**config.mk**
```make
export PLATFORM = sky130hd
export DESIGN_NAME = axi_rr_arbiter_flat
export DESIGN_NICKNAME = d
export VERILOG_FILES = /design/src/rtl/axi_rr_arbiter_if.sv /design/src/rtl/axi_rr_arbiter.sv /design/src/flat_wrapper.sv
export SDC_FILE = /design/constraint.sdc
export NUM_CORES = 1
export LEC_CHECK = 0
export BUFFER_PORTS_ARGS = -buffer_cell sky130_fd_sc_hd__buf_2
export CORE_MARGIN = 2
export CORE_UTILIZATION = 29
export CTS_CLUSTER_SIZE = 8
export DETAILED_ROUTE_END_ITERATION = 16
export PLACE_DENSITY = 0.49
export SLEW_MARGIN = 20
export SYNTH_ARGS = -nofsm -noshare
export SYNTH_HDL_FRONTEND = slang
export SYNTH_SLANG_ARGS = --single-unit
```
**constraint.sdc**
```tcl
create_clock -name clk -period 2.2 [get_ports clk]
set_input_delay 0.22 -clock clk [delete_from_list [all_inputs] [get_ports clk]]
set_output_delay 0.22 -clock clk [all_outputs]
set_load 0.02 [all_outputs]
```
**src/rtl/axi_rr_arbiter_if.sv**
```systemverilog
// Request and handshake bundle between the per-master request lines, the
// muxed downstream channel handshakes and the round-robin arbiter.
interface axi_rr_arbiter_if #(
    parameter int NUM_MASTERS = 4
);
    localparam int IDX_W = (NUM_MASTERS > 1) ? $clog2(NUM_MASTERS) : 1;

    logic [NUM_MASTERS-1:0] s_awvalid;
    logic [NUM_MASTERS-1:0] s_arvalid;
    logic                   aw_hs;
    logic                   ar_hs;
    logic                   wlast_hs;
    logic                   rlast_hs;

    logic [NUM_MASTERS-1:0] grant;
    logic [IDX_W-1:0]       grant_idx;
    logic                   grant_valid;
    logic                   grant_write;

    // Request/handshake side: masters plus the downstream channel muxes.
    modport master (
        output s_awvalid, s_arvalid, aw_hs, ar_hs, wlast_hs, rlast_hs,
        input  grant, grant_idx, grant_valid, grant_write
    );

    // Arbiter side.
    modport slave (
        input  s_awvalid, s_arvalid, aw_hs, ar_hs, wlast_hs, rlast_hs,
        output grant, grant_idx, grant_valid, grant_write
    );
endinterface

```
**src/rtl/axi_rr_arbiter.sv**
```systemverilog
// N-way round-robin AXI arbiter: picks one master per transaction, chooses
// write or read, and holds the grant until address and last data beat complete.
module axi_rr_arbiter #(
    parameter int NUM_MASTERS = 4,
    parameter bit WRITE_FIRST = 1'b1
) (
    input logic             clk,
    input logic             reset_n,
    axi_rr_arbiter_if.slave bus
);
    localparam int IDX_W = (NUM_MASTERS > 1) ? $clog2(NUM_MASTERS) : 1;

    typedef enum logic [1:0] {
        IDLE,
        WRITE,
        READ
    } state_t;

    state_t                 state;
    logic [IDX_W-1:0]       ptr;
    logic                   aw_done;
    logic                   w_done;
    logic                   ar_done;

    logic [NUM_MASTERS-1:0] grant_r;
    logic [IDX_W-1:0]       grant_idx_r;
    logic                   grant_valid_r;
    logic                   grant_write_r;

    logic [NUM_MASTERS-1:0] req;
    logic                   found;
    logic [IDX_W-1:0]       win_idx;
    logic                   win_write;
    logic [IDX_W-1:0]       next_ptr;
    int                     j;

    logic                   aw_next;
    logic                   w_next;
    logic                   ar_next;

    // NOTE: every signal written here gets a default first so no path leaves
    // it unassigned; that is what keeps this block free of inferred latches.
    always_comb begin
        req       = bus.s_awvalid | bus.s_arvalid;
        found     = 1'b0;
        win_idx   = '0;
        j         = 0;
        for (int k = 0; k < NUM_MASTERS; k++) begin
            j = int'(ptr) + k;
            if (j >= NUM_MASTERS) j = j - NUM_MASTERS;
            if (!found && req[j]) begin
                found   = 1'b1;
                win_idx = IDX_W'(j);
            end
        end
        win_write = bus.s_awvalid[win_idx] &&
                    (!bus.s_arvalid[win_idx] || WRITE_FIRST);
        // Wrap at NUM_MASTERS, not at 2**IDX_W, for non-power-of-two counts.
        next_ptr  = (int'(win_idx) == NUM_MASTERS - 1) ? '0 : win_idx + IDX_W'(1);
    end

    // Completion uses the flags as they will be after this edge, so a
    // handshake arriving on the same cycle as its partner still releases.
    assign aw_next = aw_done | bus.aw_hs;
    assign w_next  = w_done  | bus.wlast_hs;
    assign ar_next = ar_done | bus.ar_hs;

    // NOTE: all state below uses non-blocking assignments so every register
    // sees the pre-edge values of the others, regardless of statement order.
    always_ff @(posedge clk) begin
        if (!reset_n) begin
            state         <= IDLE;
            ptr           <= '0;
            aw_done       <= 1'b0;
            w_done        <= 1'b0;
            ar_done       <= 1'b0;
            grant_r       <= '0;
            grant_idx_r   <= '0;
            grant_valid_r <= 1'b0;
            grant_write_r <= 1'b0;
        end else begin
            case (state)
                IDLE: begin
                    if (found) begin
                        state         <= win_write ? WRITE : READ;
                        ptr           <= next_ptr;
                        aw_done       <= 1'b0;
                        w_done        <= 1'b0;
                        ar_done       <= 1'b0;
                        grant_r       <= NUM_MASTERS'(1) << win_idx;
                        grant_idx_r   <= win_idx;
                        grant_valid_r <= 1'b1;
                        grant_write_r <= win_write;
                    end
                end

                WRITE: begin
                    if (aw_next && w_next) begin
                        state         <= IDLE;
                        aw_done       <= 1'b0;
                        w_done        <= 1'b0;
                        grant_r       <= '0;
                        grant_valid_r <= 1'b0;
                    end else begin
                        aw_done <= aw_next;
                        w_done  <= w_next;
                    end
                end

                READ: begin
                    // rlast before the address handshake is not a completion.
                    if (ar_next && bus.rlast_hs) begin
                        state         <= IDLE;
                        ar_done       <= 1'b0;
                        grant_r       <= '0;
                        grant_valid_r <= 1'b0;
                    end else begin
                        ar_done <= ar_next;
                    end
                end

                default: begin
                    state         <= IDLE;
                    grant_r       <= '0;
                    grant_valid_r <= 1'b0;
                end
            endcase
        end
    end

    assign bus.grant       = grant_r;
    assign bus.grant_idx   = grant_idx_r;
    assign bus.grant_valid = grant_valid_r;
    assign bus.grant_write = grant_write_r;
endmodule

```
**src/flat_wrapper.sv**
```systemverilog
// flat-port wrapper written by rule: the top's interface ports become plain ports
module axi_rr_arbiter_flat 
#(
    parameter int NUM_MASTERS = 4,
    parameter bit WRITE_FIRST = 1'b1
)
  (clk, reset_n, bus_s_awvalid, bus_s_arvalid, bus_aw_hs, bus_ar_hs, bus_wlast_hs, bus_rlast_hs, bus_grant, bus_grant_idx, bus_grant_valid, bus_grant_write);
  axi_rr_arbiter_if #(.NUM_MASTERS(NUM_MASTERS)) bus_i ();
  input logic clk;
  input logic reset_n;
  input wire logic [$bits(bus_i.s_awvalid)-1:0] bus_s_awvalid;
  input wire logic [$bits(bus_i.s_arvalid)-1:0] bus_s_arvalid;
  input wire logic [$bits(bus_i.aw_hs)-1:0] bus_aw_hs;
  input wire logic [$bits(bus_i.ar_hs)-1:0] bus_ar_hs;
  input wire logic [$bits(bus_i.wlast_hs)-1:0] bus_wlast_hs;
  input wire logic [$bits(bus_i.rlast_hs)-1:0] bus_rlast_hs;
  output wire logic [$bits(bus_i.grant)-1:0] bus_grant;
  output wire logic [$bits(bus_i.grant_idx)-1:0] bus_grant_idx;
  output wire logic [$bits(bus_i.grant_valid)-1:0] bus_grant_valid;
  output wire logic [$bits(bus_i.grant_write)-1:0] bus_grant_write;
  assign bus_i.s_awvalid = bus_s_awvalid;
  assign bus_i.s_arvalid = bus_s_arvalid;
  assign bus_i.aw_hs = bus_aw_hs;
  assign bus_i.ar_hs = bus_ar_hs;
  assign bus_i.wlast_hs = bus_wlast_hs;
  assign bus_i.rlast_hs = bus_rlast_hs;
  assign bus_grant = bus_i.grant;
  assign bus_grant_idx = bus_i.grant_idx;
  assign bus_grant_valid = bus_i.grant_valid;
  assign bus_grant_write = bus_i.grant_write;
  axi_rr_arbiter #(.NUM_MASTERS(NUM_MASTERS), .WRITE_FIRST(WRITE_FIRST)) u_core (.clk(clk), .reset_n(reset_n), .bus(bus_i));
endmodule
```
[Word level (Yosys, flattened, before mapping)]
Cells that the tools add are included.
Operators by class
  add/sub/neg operators: 8
  multiply operators: 0
  div/mod/pow operators: 0
  order comparisons: 9
  eq/ne operators: 6
  shifts and indexed selects: 1
  muxes and demuxes: 47
  bitwise gates (word level): 4
  reductions and logical operators: 15
Operators with widths (number)
  $lt A32 B4 Y1 const B: 4
  $mux W32: 4
  $ge A32 B4 Y1 const B: 3
  $sub A32 B4 Y32 const B: 3
  $mux W1: 20
  $mux W2: 9
  $mux W4: 3
  $pmux W4 S3: 1
  $bmux W1 S2: 5
  $add A2 B2 Y3 const B: 2
  $ne A2 B1 Y1 const B: 3
  $pmux W1 S2: 3
  $pmux W2 S3: 1
  $reduce_and A2 Y1: 3
  $logic_and A1 B1 Y1: 5
  $eq A2 B1 Y1 const B: 2
  $or A4 B4 Y4: 1
  $reduce_bool A2 Y1: 2
  $shl A1 B2 Y4 const A: 1
  $sub A2 B3 Y4 const B: 1
  $add A2 B1 Y3 const B: 1
  $ge A2 B3 Y1 const B: 1
  $logic_not A1 Y1: 3
  $lt A2 B3 Y1 const B: 1
  other kinds (6): 8
Storage, ports and cells
  register bits after elaboration: 15
  latch bits: 0
  RAM bits: 0
  bits in read-only memories: 0
  bits of input ports: 14
  output and inout port bits: 8
  logic and storage cells: 99
  memories kept: 0

[Depth between registers and ports, before layout]
Gate-level depths: netlist of run 1.
  word-level depth: 20
  gate-level depth with buffers: 8
  gate-level depth less buffers: 8

[Worst setup path before layout of run 1]
No wires, ideal clock.
  path type: reg-to-reg
  from: register u_core.ptr[0]
  to: register u_core.state[0]
  library setup time: 70 ps
  arrival time: 1521 ps
  data required time: 2130 ps
  path slack: 609 ps
  stages on the path, launching flop included: 7
  buffers on the path: 0
  period minus slack after synthesis: 1591 ps
  cell sequence: dfxtp_1 > o21ba_2 > a211oi_2 > a2bb2oi_4 > a221oi_2 > or3_1 > a21boi_1
On the way
  word-level cells in the longest chain between the ends: 20
  elaborated cells between the ends (all ways): 48
  those cells by class: 7 x add/sub; 4 x order compare; 1 x eq/ne; 29 x mux; 7 x reduce/logical
Ends and longest elaborated chain
  from (decl): RTL line axi_rr_arbiter.sv:20  | logic [IDX_W-1:0] ptr;
  from (signal assigned): RTL line axi_rr_arbiter.sv:86  | ptr <= next_ptr;
  branches (longest 14 deep; another with $sub A32 B4 Y32)
  $mux W2 (*): RTL line axi_rr_arbiter.sv:51  | if (!found && req[j]) begin
  via u_core.win_idx[0]: RTL line axi_rr_arbiter.sv:32  | logic [IDX_W-1:0] win_idx;
  $bmux W1 S2 (*): RTL line axi_rr_arbiter.sv:56  | win_write = bus.s_awvalid[win_idx] &&
  $mux W1 (not written as such) (*): RTL line axi_rr_arbiter.sv:56
  $mux W2 (*): RTL line axi_rr_arbiter.sv:85  | state <= win_write ? WRITE : READ;
  $mux W2 (*): RTL line axi_rr_arbiter.sv:84  | if (found) begin
  $pmux W2 S3 (*): RTL line axi_rr_arbiter.sv:82  | case (state)
  to (signal assigned): RTL line axi_rr_arbiter.sv:85
  to (decl): RTL line axi_rr_arbiter.sv:19  | state_t state;
Mark *: on every way through the listed nets, which the timed path passes. The select of a mux whose other input is x is not followed.
A chain may end at the register's enable or synchronous reset.

[Worst setup path in the final report of run 1]
Ends and elaborated chain as after synthesis.

==> results.txt, run 1 <==
- The max-slew violation total from the final report came to 0.
- Synthesis produced a netlist whose cell count is 96.
- In this run the clock root is driven by a sky130_fd_sc_hd__clkbuf_4.
- In this run the cell area of the synthesized design comes to 853 um2.
- Antenna violations before repair: 0
- Across the routed clock network, the largest skew measured is 0.00781 ns.
* Outcome: finished clean
* Tmin final: 1.77 ns
* Largest fanout on the critical path: 7
- Core footprint: 2780 um2
- The worst setup path is of the register to register kind.
* Number of buffers inserted during clock tree synthesis: 3
* Largest stage delay, worst path: 0.40 ns
* Final routed wire length divided by cell count: 11.9 um
* Gpl congestion: 0.882
* F_max: 563 MHz
- For this design the static power due to leakage is 0.000426 uW.
* Aggregate global routing overflow: 0
- The number of setup buffers added after CTS is 0.
- The number of different library cells used by synthesis comes to 32.
* Count of nets after finishing: 138
- In the routed design, unresolved DRC markers number 0.
- WP data arrival: 1.99 ns
* Filler cell count: 305
- Startpoint type of the worst setup path: register
- For this configuration, the core starts out at a cell density of 30.7%.
- Port buffering added 21 buffers.
* First-iteration detailed-routing DRC count: 13
- For this run, the total global-route usage over all layers was measured as 11.7%.
- Total of flip-flops plus latches after synthesis: 15
- The signal on the critical path passes through o21ba_2 -> a211oi_2 -> a2bb2oi_4 -> a221oi_2 -> or3_1 -> a21boi_1.
- The tightest min-delay check is of the input pin to register type.
- Transition time at the pin with the least slew margin: 0.497 ns
- Post-route cell area: 1020 um2
* Cell count along the critical path: 6
- Routed vias: 735
- Number of global-route vias before repair: 705
- Antenna diodes: 0
* Die outline area: 3390 um2
* Worst path required time: 2.41 ns
* Total nets after synthesis: 114
- Critical-path cell with the highest stage delay: sky130_fd_sc_hd__dfxtp_1
- Std-Cell Rows: 19
* Via density per instance: 4.90
- A synthesized cell averages 8.89 um2.
- The worst setup path is captured at a register.
- Setup total negative slack: 0 ns
- # IOs: 22
- Relative to the synthesized area, the layout overhead comes to 19.2%.
- Yosys attributes the largest share of cell area to sky130_fd_sc_hd__dfxtp_1, sky130_fd_sc_hd__nor2b_1, sky130_fd_sc_hd__ha_1, sky130_fd_sc_hd__a22oi_1, sky130_fd_sc_hd__a21boi_0.
- Count of endpoints failing setup in the final report: 0
* Proportion of layout cells with a drive suffix above 1: 28.6%
- Hold buffer count at cts: 0
* Count of synthesis-stage warnings from yosys: 0
- Number of max-cap violations: 0
- For this run, the share of the core covered by cells in the final layout is 36.6%.
- Remaining number of nets flagged by the antenna check after routing: 0
- For this run, the register share of the synthesized area comes to 35.2%.
- Dividing total power by cell area gives a power density of 1190 nW/um2.
- For this design, the sink count on the clock tree is 15.
- Entering global routing, the biggest net connects 16 pins.
- Half-perimeter wire length after detailed placement: 1400 um
* Max clock buf depth: 2
- Cell area after placement: 990 um2
* Ratio of final minimum period to clock period: 80.7%
- The clock reaches the later pin of the worst-skew pair after 0.28 ns.
* Top cell type by total area after synthesis: sky130_fd_sc_hd__dfxtp_1
- After clock tree synthesis, the clock-pin slew on the worst setup and hold paths is 0.10 ns.
- First-pass GRT wire length: 3010 um
* Post-cts sizing count: 0
- Max transition margin: 66.8%
- Among cell families on the critical path, the largest total delay comes from compound AO/OA/AOI/OAI gates.
- The worst hold path was traced through 3 stages.
- Number of hold violations in the final report: 0
* Worst voltage drop across the vdd grid: 0.000601 V
- The number of cells on the worst reg-to-reg path is 6.
* Detailed-route wire length: 1780 um
- Maximum level of the CTS H-tree: 1
- TritonCTS built the clock tree.
- Sum of buffers and inverters on the critical path: 0
- Die outline height: 58.2 um
- Setup repair after global routing missed its margin: false
* Detailed-router iteration count before antenna repair: 4
* Area share of the leading cell type in the synthesized netlist: 35.2%
- Final Power: 1210 uW
- The die is 58.2 um wide.
==> final timing paths <==
path,start,endpoint,slack [ns]
min reg2reg,u_core.bus.grant_write,u_core.bus.grant_write,0.45
max,u_core.ptr[0],u_core.state[0],0.43
min,bus_wlast_hs,u_core.w_done,0.21
max reg2reg,u_core.ptr[0],u_core.state[0],0.43
==> per-layer routing <==
layer | part of all wire, % | wire length, um | track usage [%]
met5 | 0 | 0 | 0
met4 | 0.90 | 16 | 5.98
met3 | 6.0 | 106 | 3.57
met2 | 40 | 720 | 17.0
met1 | 53 | 936 | 15.6
==> layout make-up <==
class                   instances  area, um2  share of cell area [%]
flip-flops and latches         15        300                    29.5
repair buffers                 21        105                    10.3
clock buffers                   3       22.5                    2.21
clock inverters                 1       5.00                   0.492
inverters                       4       15.0                    1.48
well taps                      31       38.8                    3.81
multi-input cells              75        531                    52.2
==> registers in the layout, summed over array words and instances (netlist names) <==
register                cells
u_core.ptr                  2
u_core.state                2
u_core.w_done               1
u_core.aw_done              1
u_core.bus.grant_write      1
u_core.bus.grant            4
u_core.bus.grant_idx        2
u_core.ar_done              1
u_core.bus.grant_valid      1
==> worst register-to-register path, stage by stage (launching register included) <==
cell and delay (ns):
sky130_fd_sc_hd__dfxtp_1 0.40, sky130_fd_sc_hd__o21ba_2 0.19, sky130_fd_sc_hd__a211oi_2 0.26, sky130_fd_sc_hd__a2bb2oi_4 0.27
sky130_fd_sc_hd__a221oi_2 0.07, sky130_fd_sc_hd__or3_1 0.37, sky130_fd_sc_hd__a21boi_1 0.14
==> per-stage QoR <==
step | setup slack (ns) | cells | hold WS (ns)
2_1_floorplan | 0.609 | 96 | 0.367
3_3_place_gp | 0.382 | 146 | 0.449
3_5_place_dp | 0.337 | 146 | 0.447
4_1_cts | 0.411 | 150 | 0.202
5_1_grt | 0.275 | 150 | 0.229
6_report | 0.425 | 150 | 0.207
==> report_power, final <==
group	total (uW)	switching (uW)	internal, uW
sequential	422	64.0	358
clock	157	89.4	67.4
combinational	628	369	259
==> cells by family after synthesis <==
logic type	after synthesis	share of synthesized area [%]
mux	1	1.17
buf+inv	6	2.64
fa+ha+maj	4	5.87
simple gates	36	21.8
flops	15	35.2
compound gates	34	33.3
==> cell usage after synthesis <==
cell type,number
sky130_fd_sc_hd__ha_1,4
sky130_fd_sc_hd__nand3_1,1
sky130_fd_sc_hd__o22ai_1,1
sky130_fd_sc_hd__o21ai_0,7
sky130_fd_sc_hd__nor4_1,1
sky130_fd_sc_hd__a32oi_1,1
sky130_fd_sc_hd__a211oi_2,2
sky130_fd_sc_hd__o21ba_2,2
sky130_fd_sc_hd__or2_1,1
sky130_fd_sc_hd__and2_2,1
sky130_fd_sc_hd__o21bai_1,1
sky130_fd_sc_hd__a221oi_2,1
sky130_fd_sc_hd__nor2b_1,10
sky130_fd_sc_hd__a21o_2,1
sky130_fd_sc_hd__mux2i_1,1
sky130_fd_sc_hd__dfxtp_1,15
sky130_fd_sc_hd__nor3_1,3
sky130_fd_sc_hd__a21o_1,1
sky130_fd_sc_hd__o311ai_2,1
sky130_fd_sc_hd__a21boi_1,2
sky130_fd_sc_hd__a2bb2oi_4,1
sky130_fd_sc_hd__clkbuf_1,2
sky130_fd_sc_hd__a22oi_1,6
sky130_fd_sc_hd__inv_1,4
sky130_fd_sc_hd__and2_1,1
sky130_fd_sc_hd__nor2_1,4
sky130_fd_sc_hd__or2_0,1
sky130_fd_sc_hd__a21boi_0,5
sky130_fd_sc_hd__or3_1,1
sky130_fd_sc_hd__a21oi_1,2
sky130_fd_sc_hd__nand2_1,10
sky130_fd_sc_hd__nand2b_1,2
==> layout by cell type, fill, tap and decap left out <==
master                      instances
sky130_fd_sc_hd__o311ai_2           1
sky130_fd_sc_hd__a211oi_2           2
sky130_fd_sc_hd__nor4_1             1
sky130_fd_sc_hd__o21bai_1           1
sky130_fd_sc_hd__a21o_2             1
sky130_fd_sc_hd__clkbuf_4           3
sky130_fd_sc_hd__a21o_1             1
sky130_fd_sc_hd__nor3_1             3
sky130_fd_sc_hd__a221oi_2           1
sky130_fd_sc_hd__or2_0              1
sky130_fd_sc_hd__a21boi_1           2
sky130_fd_sc_hd__mux2i_1            1
sky130_fd_sc_hd__a22oi_1            6
sky130_fd_sc_hd__and2_1             1
sky130_fd_sc_hd__and2_2             1
sky130_fd_sc_hd__nand2_1           10
sky130_fd_sc_hd__nand2b_1           2
sky130_fd_sc_hd__a21oi_1            2
sky130_fd_sc_hd__or3_1              1
sky130_fd_sc_hd__nand3_1            1
sky130_fd_sc_hd__a32oi_1            1
sky130_fd_sc_hd__a21boi_0           5
sky130_fd_sc_hd__nor2b_1           10
sky130_fd_sc_hd__a2bb2oi_4          1
sky130_fd_sc_hd__dfxtp_1           15
sky130_fd_sc_hd__buf_2             21
sky130_fd_sc_hd__or2_1              1
sky130_fd_sc_hd__nor2_1             4
sky130_fd_sc_hd__o22ai_1            1
sky130_fd_sc_hd__o21ba_2            2
sky130_fd_sc_hd__clkinv_2           1
sky130_fd_sc_hd__o21ai_0            7
sky130_fd_sc_hd__ha_1               4
sky130_fd_sc_hd__inv_1              4
(Power assumes the default switching activity.)
==> run 2: changes to the inputs <==
==> constraint.sdc (replaced) <==
create_clock -name clk -period 1.66 [get_ports clk]
set_input_delay 0.166 -clock clk [delete_from_list [all_inputs] [get_ports clk]]
set_output_delay 0.166 -clock clk [all_outputs]
set_load 0.02 [all_outputs]
==> results.txt, run 2 (same netlist as run 1, synthesis figures left out) <==
- The height of the die was 58.2 um (unchanged).
- The internal power of the cells is 1020 uW (+48%).
- Met3 wirelength from detailed routing: 109 um (+2.8%)
- CP Launch Point: u_core.ptr[0]
- Worst path required time: 1.88 ns (-0.53 ns)
- Core footprint: 2780 um2 (unchanged)
- Area growth from synthesis to layout: 32.7%
- Outcome: finished clean
- DRC violations left: 0 (unchanged)
- The detailed-routing iteration count for the pre-antenna-repair pass came to 4 (unchanged).
* Global Route Usage Sum: 12.2% (+0.50 points)
- Cell at the root of the clock tree: sky130_fd_sc_hd__clkbuf_4
- The worst setup path is captured at a register.
* Die outline area: 3390 um2 (unchanged)
- The worst hold margin is 0.162 ns (-0.0449 ns).
- Std-Cell Rows: 19 (unchanged)
- The via count of the first global-routing pass is 750 (+6.4%).
* Tmin final: 1.64 ns (-0.134 ns)
- Largest fanout on the critical path: 6 (-1)
- The leakage power total was 0.000472 uW (+11%).
* Via density per instance: 4.88 (-0.40%)
- The largest clock skew in the final design came to 0.00185 ns (-0.00595 ns).
- The CTS buffer count is 3 (unchanged).
- The global route total overflow was 0 (unchanged).
* Initial standard-cell utilization of the core: 30.7% (unchanged)
- The number of port buffers was 21 (unchanged).
* Power share of the combinational group: 55.4% (+3.4 points)
* Worst voltage drop across the vdd grid: 0.000752 V (+25%)
* Max transition margin: 69.4% (+2.6 points)
- The overall power after layout was 1740 uW (+44%).
* Pwr Density: 1540 nW/um2 (+30%)
- The number of I/O pins came to 22 (unchanged).
- The power share of the clock group was 11.8% (-1.2 points).
* Die width: 58.2 um (unchanged)
- The post-layout instance area came to 1130 um2 (+11%).
* Detailed-route wire length: 1930 um (+8.7%)
- The number of maximum-capacitance constraint violations came to 0 (unchanged).
- Antenna diodes: 0 (unchanged)
- The hold buffer count at cts was 0 (unchanged).
* Sequential group share of total power: 32.8% (-2.2 points)
* Critical-path cell with the highest stage delay: sky130_fd_sc_hd__or3_4
* Clk slew on worst S/H paths: 0.09 ns (about the same)
- Gpl congestion: 0.931 (+5.5%)
- Count of endpoints failing setup in the final report: 0 (unchanged)
- The tightest min-delay check is of the input pin to register type.
- The post-placement setup slack is -0.0827 ns (-0.419 ns).
* Maximum level of the CTS H-tree: 1 (unchanged)
* Largest stage delay, worst path: 0.38 ns (-0.02 ns)
* Transition time at the pin with the least slew margin: 0.455 ns (-0.0425 ns)
- Count of nets after finishing: 147 (+6.5%)
- Routed vias: 776 (+5.6%)
- Skew-Pair Late Insertion Delay: 0.27 ns (about the same)
- First-iteration detailed-routing DRC count: 16 (+3)
- The number of flip-flops under the largest register name came to 4 (unchanged).
- Capture instance of the worst register-to-register path: u_core.state[0]
- Most common cell after layout, fill and taps aside: sky130_fd_sc_hd__buf_2
* Half-perimeter wire length after detailed placement: 1430 um (+2.1%)
* F_max: 609 MHz (+8.1%)
- Largest net degree at the start of global routing: 16 (unchanged)
* WP data arrival: 1.86 ns (-0.13 ns)
* Final routed wire length divided by cell count: 12.2 um (+2.5%)
* Proportion of layout cells with a drive suffix above 1: 38.3% (+9.7 points)
- Max clock buf depth: 2 (unchanged)
- The setup slack on the worst flop-to-flop path is 0.02 ns (-0.41 ns).
- TritonCTS built the clock tree.
- Switching power: 727 uW (+39%)
- Count of final max-slew check failures: 0 (unchanged)
- Routed wire length on met2: 812 um (+13%)
- The top cell types in the final layout, fill and taps aside, are sky130_fd_sc_hd__buf_2, sky130_fd_sc_hd__dfxtp_1, sky130_fd_sc_hd__nor2b_1, sky130_fd_sc_hd__nand2_1, sky130_fd_sc_hd__buf_4.
- The detailed router used layers up to and including met4.
* Ratio of final minimum period to clock period: 98.9% (+18 points)
* Antenna violations before repair: 0 (unchanged)
* Start of the worst register-to-register path: u_core.ptr[0]
* Cell area after placement: 1050 um2 (+6.1%)
- Setup repair after global routing could not meet its margin everywhere.
- CTS sink count: 15 (unchanged)
- The count of cells along the worst register-to-register path is 6 (unchanged).
- Startpoint type of the worst setup path: register
- Worst-case setup margin in the final layout: 0.0187 ns (-0.406 ns)
- The first-pass GRT wire length was 3150 um (+4.8%).
- The fraction of power spent switching nets is 41.7% (-1.6 points).
- The detailed-routing wirelength on met1 is 995 um (+6.3%).
* Capture point of the critical path: u_core.state[0]
- The utilization after layout is 40.7% (+4.1 points).
- The residual antenna-violating net count after detailed routing is 0 (unchanged).
- Worst Setup Path Type: register to register
* Number of hold violations in the final report: 0 (unchanged)
- Cells along the critical path: o21ba_4 -> a211oi_4 -> a2bb2oi_4 -> a221oi_2 -> or3_4 -> a21boi_2
-- run 2: changes by cell type in the layout (fill, tap and decap cells not counted), sizes merged --
cell	change
buf	+9
clkinv	-1
clkbuf	+1
-- run 2: timing repair --
item / CTS / global route
resized for setup: 3 / 10
setup endpoints to repair: 4 / 8
pin swaps: 3 / 2
buffers inserted: 0 / 1
-- run 2: through the flow --
| stage | setup TNS [ns] | std cells |
|---|---|---|
| 4_1_cts | 0 | 158 |
| 6_report | 0 | 159 |
| 2_1_floorplan | 0 | 96 |
| 3_5_place_dp | -0.168 | 154 |
| 3_3_place_gp | -0.0371 | 154 |
| 5_1_grt | -0.280 | 159 |
-- run 2: worst min path at each step --
stage | from | to | slack [ns] | cells after the start
after CTS | bus_aw_hs | u_core.aw_done | 0.14 | 3
after detailed placement | u_core.bus.grant_write | u_core.bus.grant_write | 0.45 | 2
after global placement | bus_wlast_hs | u_core.w_done | 0.44 | 3
final | bus_aw_hs | u_core.aw_done | 0.16 | 3
after global routing | bus_aw_hs | u_core.aw_done | 0.16 | 3
after floorplan | bus_aw_hs | u_core.aw_done | 0.31 | 2
-- run 2: metal layers --
| metal | GRT usage [%] | up-vias |
|---|---|---|
| met2 | 18.5 | 18 |
| met3 | 2.23 | 2 |
| met5 | 0 | - |
| met4 | 5.98 | 0 |
| met1 | 16.6 | 348 |
| li1 | - | 408 |
-- run 2: cell type report --
cell class	count	area, um2
clock buffers	4	26.3
fillers	298	1650
inverters	4	15.0
multi-input cells	75	572
flip-flops and latches	15	308
well taps	31	38.8
repair buffers	30	173
-- run 2: worst max-delay path: cells and delay by family (launching register included) --
kind,cells,cell delay (ns)
AO/OA/AOI/OAI,5,0.83
flip-flops,1,0.37
AND/OR/NAND/NOR,1,0.38
-- run 2: power groups by stage --
stage	Combinational (uW)	Clock [uW]	Sequential (uW)
floorplan	555	0	636
global placement	891	0	568
detailed placement	886	0	567
CTS	903	222	563
global route	1080	231	588
finish	966	205	572
==> run 3: changes to the inputs <==
--- a/config.mk
+++ b/config.mk
@@ -11,6 +11,7 @@
 export CTS_CLUSTER_SIZE = 8
 export DETAILED_ROUTE_END_ITERATION = 16
 export PLACE_DENSITY = 0.49
+export REMOVE_ABC_BUFFERS = 1
 export SLEW_MARGIN = 20
 export SYNTH_ARGS = -nofsm -noshare
 export SYNTH_HDL_FRONTEND = slang
==> results.txt, run 3 (same netlist as run 1, synthesis figures left out) <==
- Setup slack on the worst flop-to-flop path: 0.06 ns (+0.04 ns)
- WP data arrival: 1.82 ns (-0.04 ns)
- CTS placed an instance of sky130_fd_sc_hd__clkbuf_4 at the clock tree root.
* Count of nets after finishing: 146 (-0.68%)
- Walking the worst path, the cells encountered are o21ba_4 -> a211oi_4 -> a2bb2oi_4 -> a221oi_2 -> or3_1 -> a21boi_1.
- The post-route clock period utilization came to 96.6% (-2.3 points).
* Number of buffers inserted during clock tree synthesis: 3 (unchanged)
- The HPWL reported at the end of detailed placement was 1490 um (+3.9%).
- The number of rows in the core area is 19 (unchanged).
- Skew-Pair Late Insertion Delay: 0.28 ns (about the same)
- Worst path required time: 1.88 ns (about the same)
- STA classifies the critical path startpoint as a register.
- The worst hold path begins at bus_aw_hs.
- The area of the die is 3390 um2 (unchanged).
- The hold buffer count at cts was 0 (unchanged).
* Kind of path behind the tightest hold check: input pin to register
* Worst-case clock skew: 0.00408 ns (+0.00222 ns)
- In this run the critical register-to-register path is launched from u_core.ptr[0].
* CTS sink count: 15 (unchanged)
* Clock tree from TritonCTS: built
- Placed Cells incl. Taps: 154 (unchanged)
- The number of port buffers was 21 (unchanged).
- The post-CTS setup buffer count was 0 (unchanged).
* Final routed wire length divided by cell count: 12.0 um (-1.3%)
* Final Power: 1730 uW (-0.58%)
- Setup repair after global routing could not meet its margin everywhere.
- Area growth from synthesis to layout: 30.9%
* F_max: 624 MHz (+2.4%)
- Transition time at the pin with the least slew margin: 0.446 ns (-0.00915 ns)
- Via density per instance: 4.94 (+1.2%)
- Number of max-cap violations: 0 (unchanged)
- The aggregate routed wire length came to 1900 um (-2.0%).
- The number of DRC markers after the initial detailed-route iteration is 10 (-6).
- The standard cell area after detailed placement came to 1050 um2 (unchanged).
- The slowest stage of the critical path belongs to the cell sky130_fd_sc_hd__dfxtp_4.
- The post-placement setup slack was -0.0292 ns (+0.0535 ns).
- The number of failing setup endpoints in the final timing report is 0 (unchanged).
- Antenna violations before repair: 0 (unchanged)
- The height of the die came to 58.2 um (unchanged).
* Max clock buf depth: 2 (unchanged)
- The path with the worst hold slack has its endpoint at u_core.aw_done.
- Pwr Density: 1550 nW/um2 (+0.75%)
- Most common cell after layout, fill and taps aside: sky130_fd_sc_hd__buf_2
- The max-slew violation total from the final report is 0 (unchanged).
- The pin count of the biggest net entering global routing was 16 (unchanged).
- Capture instance of the worst register-to-register path: u_core.bus.grant_write
* Initial standard-cell utilization of the core: 30.7% (unchanged)
* Core footprint: 2780 um2 (unchanged)
- Detailed-router iteration count before antenna repair: 4 (unchanged)
- The via count of the routed design came to 780 (+0.52%).
- First-pass GRT wire length: 3460 um (+9.6%)
- Proportion of layout cells with a drive suffix above 1: 40.2% (+1.9 points)
- CP Launch Point: u_core.ptr[0]
- Remaining number of nets flagged by the antenna check after routing: 0 (unchanged)
* Die width: 58.2 um (unchanged)
* Worst Setup Path Type: register to register
* Antenna diodes: 0 (unchanged)
- The count of buffering cells on the critical path with inverters included is 0 (unchanged).
- Among cell families on the critical path, the largest total delay comes from compound AO/OA/AOI/OAI gates.
- The total stage count of the critical path was 6 (unchanged).
- Maximum level of the CTS H-tree: 1 (unchanged)
- Filler cell count: 293 (-1.7%)
- The total routing resource utilization after global routing came to 13.1% (+0.86 points).
- R2R cell count: 6 (unchanged)
- The number of flip-flops under the largest register name is 4 (unchanged).
- Largest stage delay, worst path: 0.37 ns (about the same)
* # IOs: 22 (unchanged)
- Gpl congestion: 0.790 (-15%)
- Worst-case setup margin in the final layout: 0.0567 ns (+0.0380 ns)
- The post-layout instance area came to 1120 um2 (-1.3%).
- Commonest cells after routing, fill and taps aside: sky130_fd_sc_hd__buf_2, sky130_fd_sc_hd__dfxtp_1, sky130_fd_sc_hd__nor2b_1, sky130_fd_sc_hd__nand2_1, sky130_fd_sc_hd__buf_4
* Number of global-route vias before repair: 783 (+4.4%)
- The largest fanout of any net on the critical path came to 5 (-1).
* Max transition margin: 70.0% (+0.62 points)
- The number of standard cells in the final layout excluding fillers came to 158 (-0.63%).
- The maximum vdd drop is 0.000732 V (-2.6%).
- Hold path depth: 3 (unchanged)
- Worst setup EP type: register
- DRC violations left: 0 (unchanged)
* Clk slew on worst S/H paths: 0.09 ns (about the same)
- The global route total overflow came to 0 (unchanged).
- The flow ran to the end, and the final reports show no timing, DRC or antenna violations.
- The leakage power total came to 0.000463 uW (-2.1%).
* Tmin final: 1.60 ns (-0.0380 ns)
* Number of hold violations in the final report: 0 (unchanged)
## run 3: power breakdown
| group | switching (uW) | internal [uW] |
|---|---|---|
| Combinational | 522 | 428 |
| Clock | 115 | 93.2 |
| Sequential | 94.0 | 482 |
| Total | 731 | 1000 |
## run 3: final cells by class
class,count,area (um2),share of cell area (%)
multi-input cells,75,567,50.7
repair buffers,29,165,14.8
well taps,31,38.8,3.47
flip-flops and latches,15,305,27.3
inverters,4,15.0,1.34
clock buffers,4,26.3,2.35
## run 3: stage by stage
stage,utilization [%],TNS [ns],hold slack [ns]
floorplan,-,0,0.294
global placement,37.7,-0.00337,0.442
detailed placement,37.7,-0.0861,0.450
CTS,38.7,0,0.139
global route,40.2,-0.0263,0.165
finish,40.2,0,0.149
## run 3: worst min-delay path, delay by kind of cell
kind | cells | cell delay, ns
buf+inv | 1 | 0.11
compound gates | 1 | 0.06
simple gates | 1 | 0.05
## run 3: worst max path at each step
| stage | endpoint | slack [ns] |
|---|---|---|
| 2_1_floorplan | u_core.state[0] | 0.07 |
| 3_3_place_gp | u_core.state[0] | -0.003 |
| 3_5_place_dp | u_core.state[0] | -0.03 |
| 4_1_cts | u_core.ptr[0] | 0.0005 |
| 5_1_grt | u_core.bus.grant_write | -0.02 |
| 6_report | u_core.bus.grant_write | 0.06 |
## run 3: what timing repair did
action,in CTS,in global routing
gates resized for setup,0,14
endpoints found under the setup margin,5,9
pin swaps,3,9
## run 3: metal layers
layer	vias to the layer above	wire, um	GRT usage, %
li1	406	-	-
met1	352	972	17.8
met2	20	788	19.5
met3	2	121	3.13
met4	0	12	5.98
met5	-	0	0
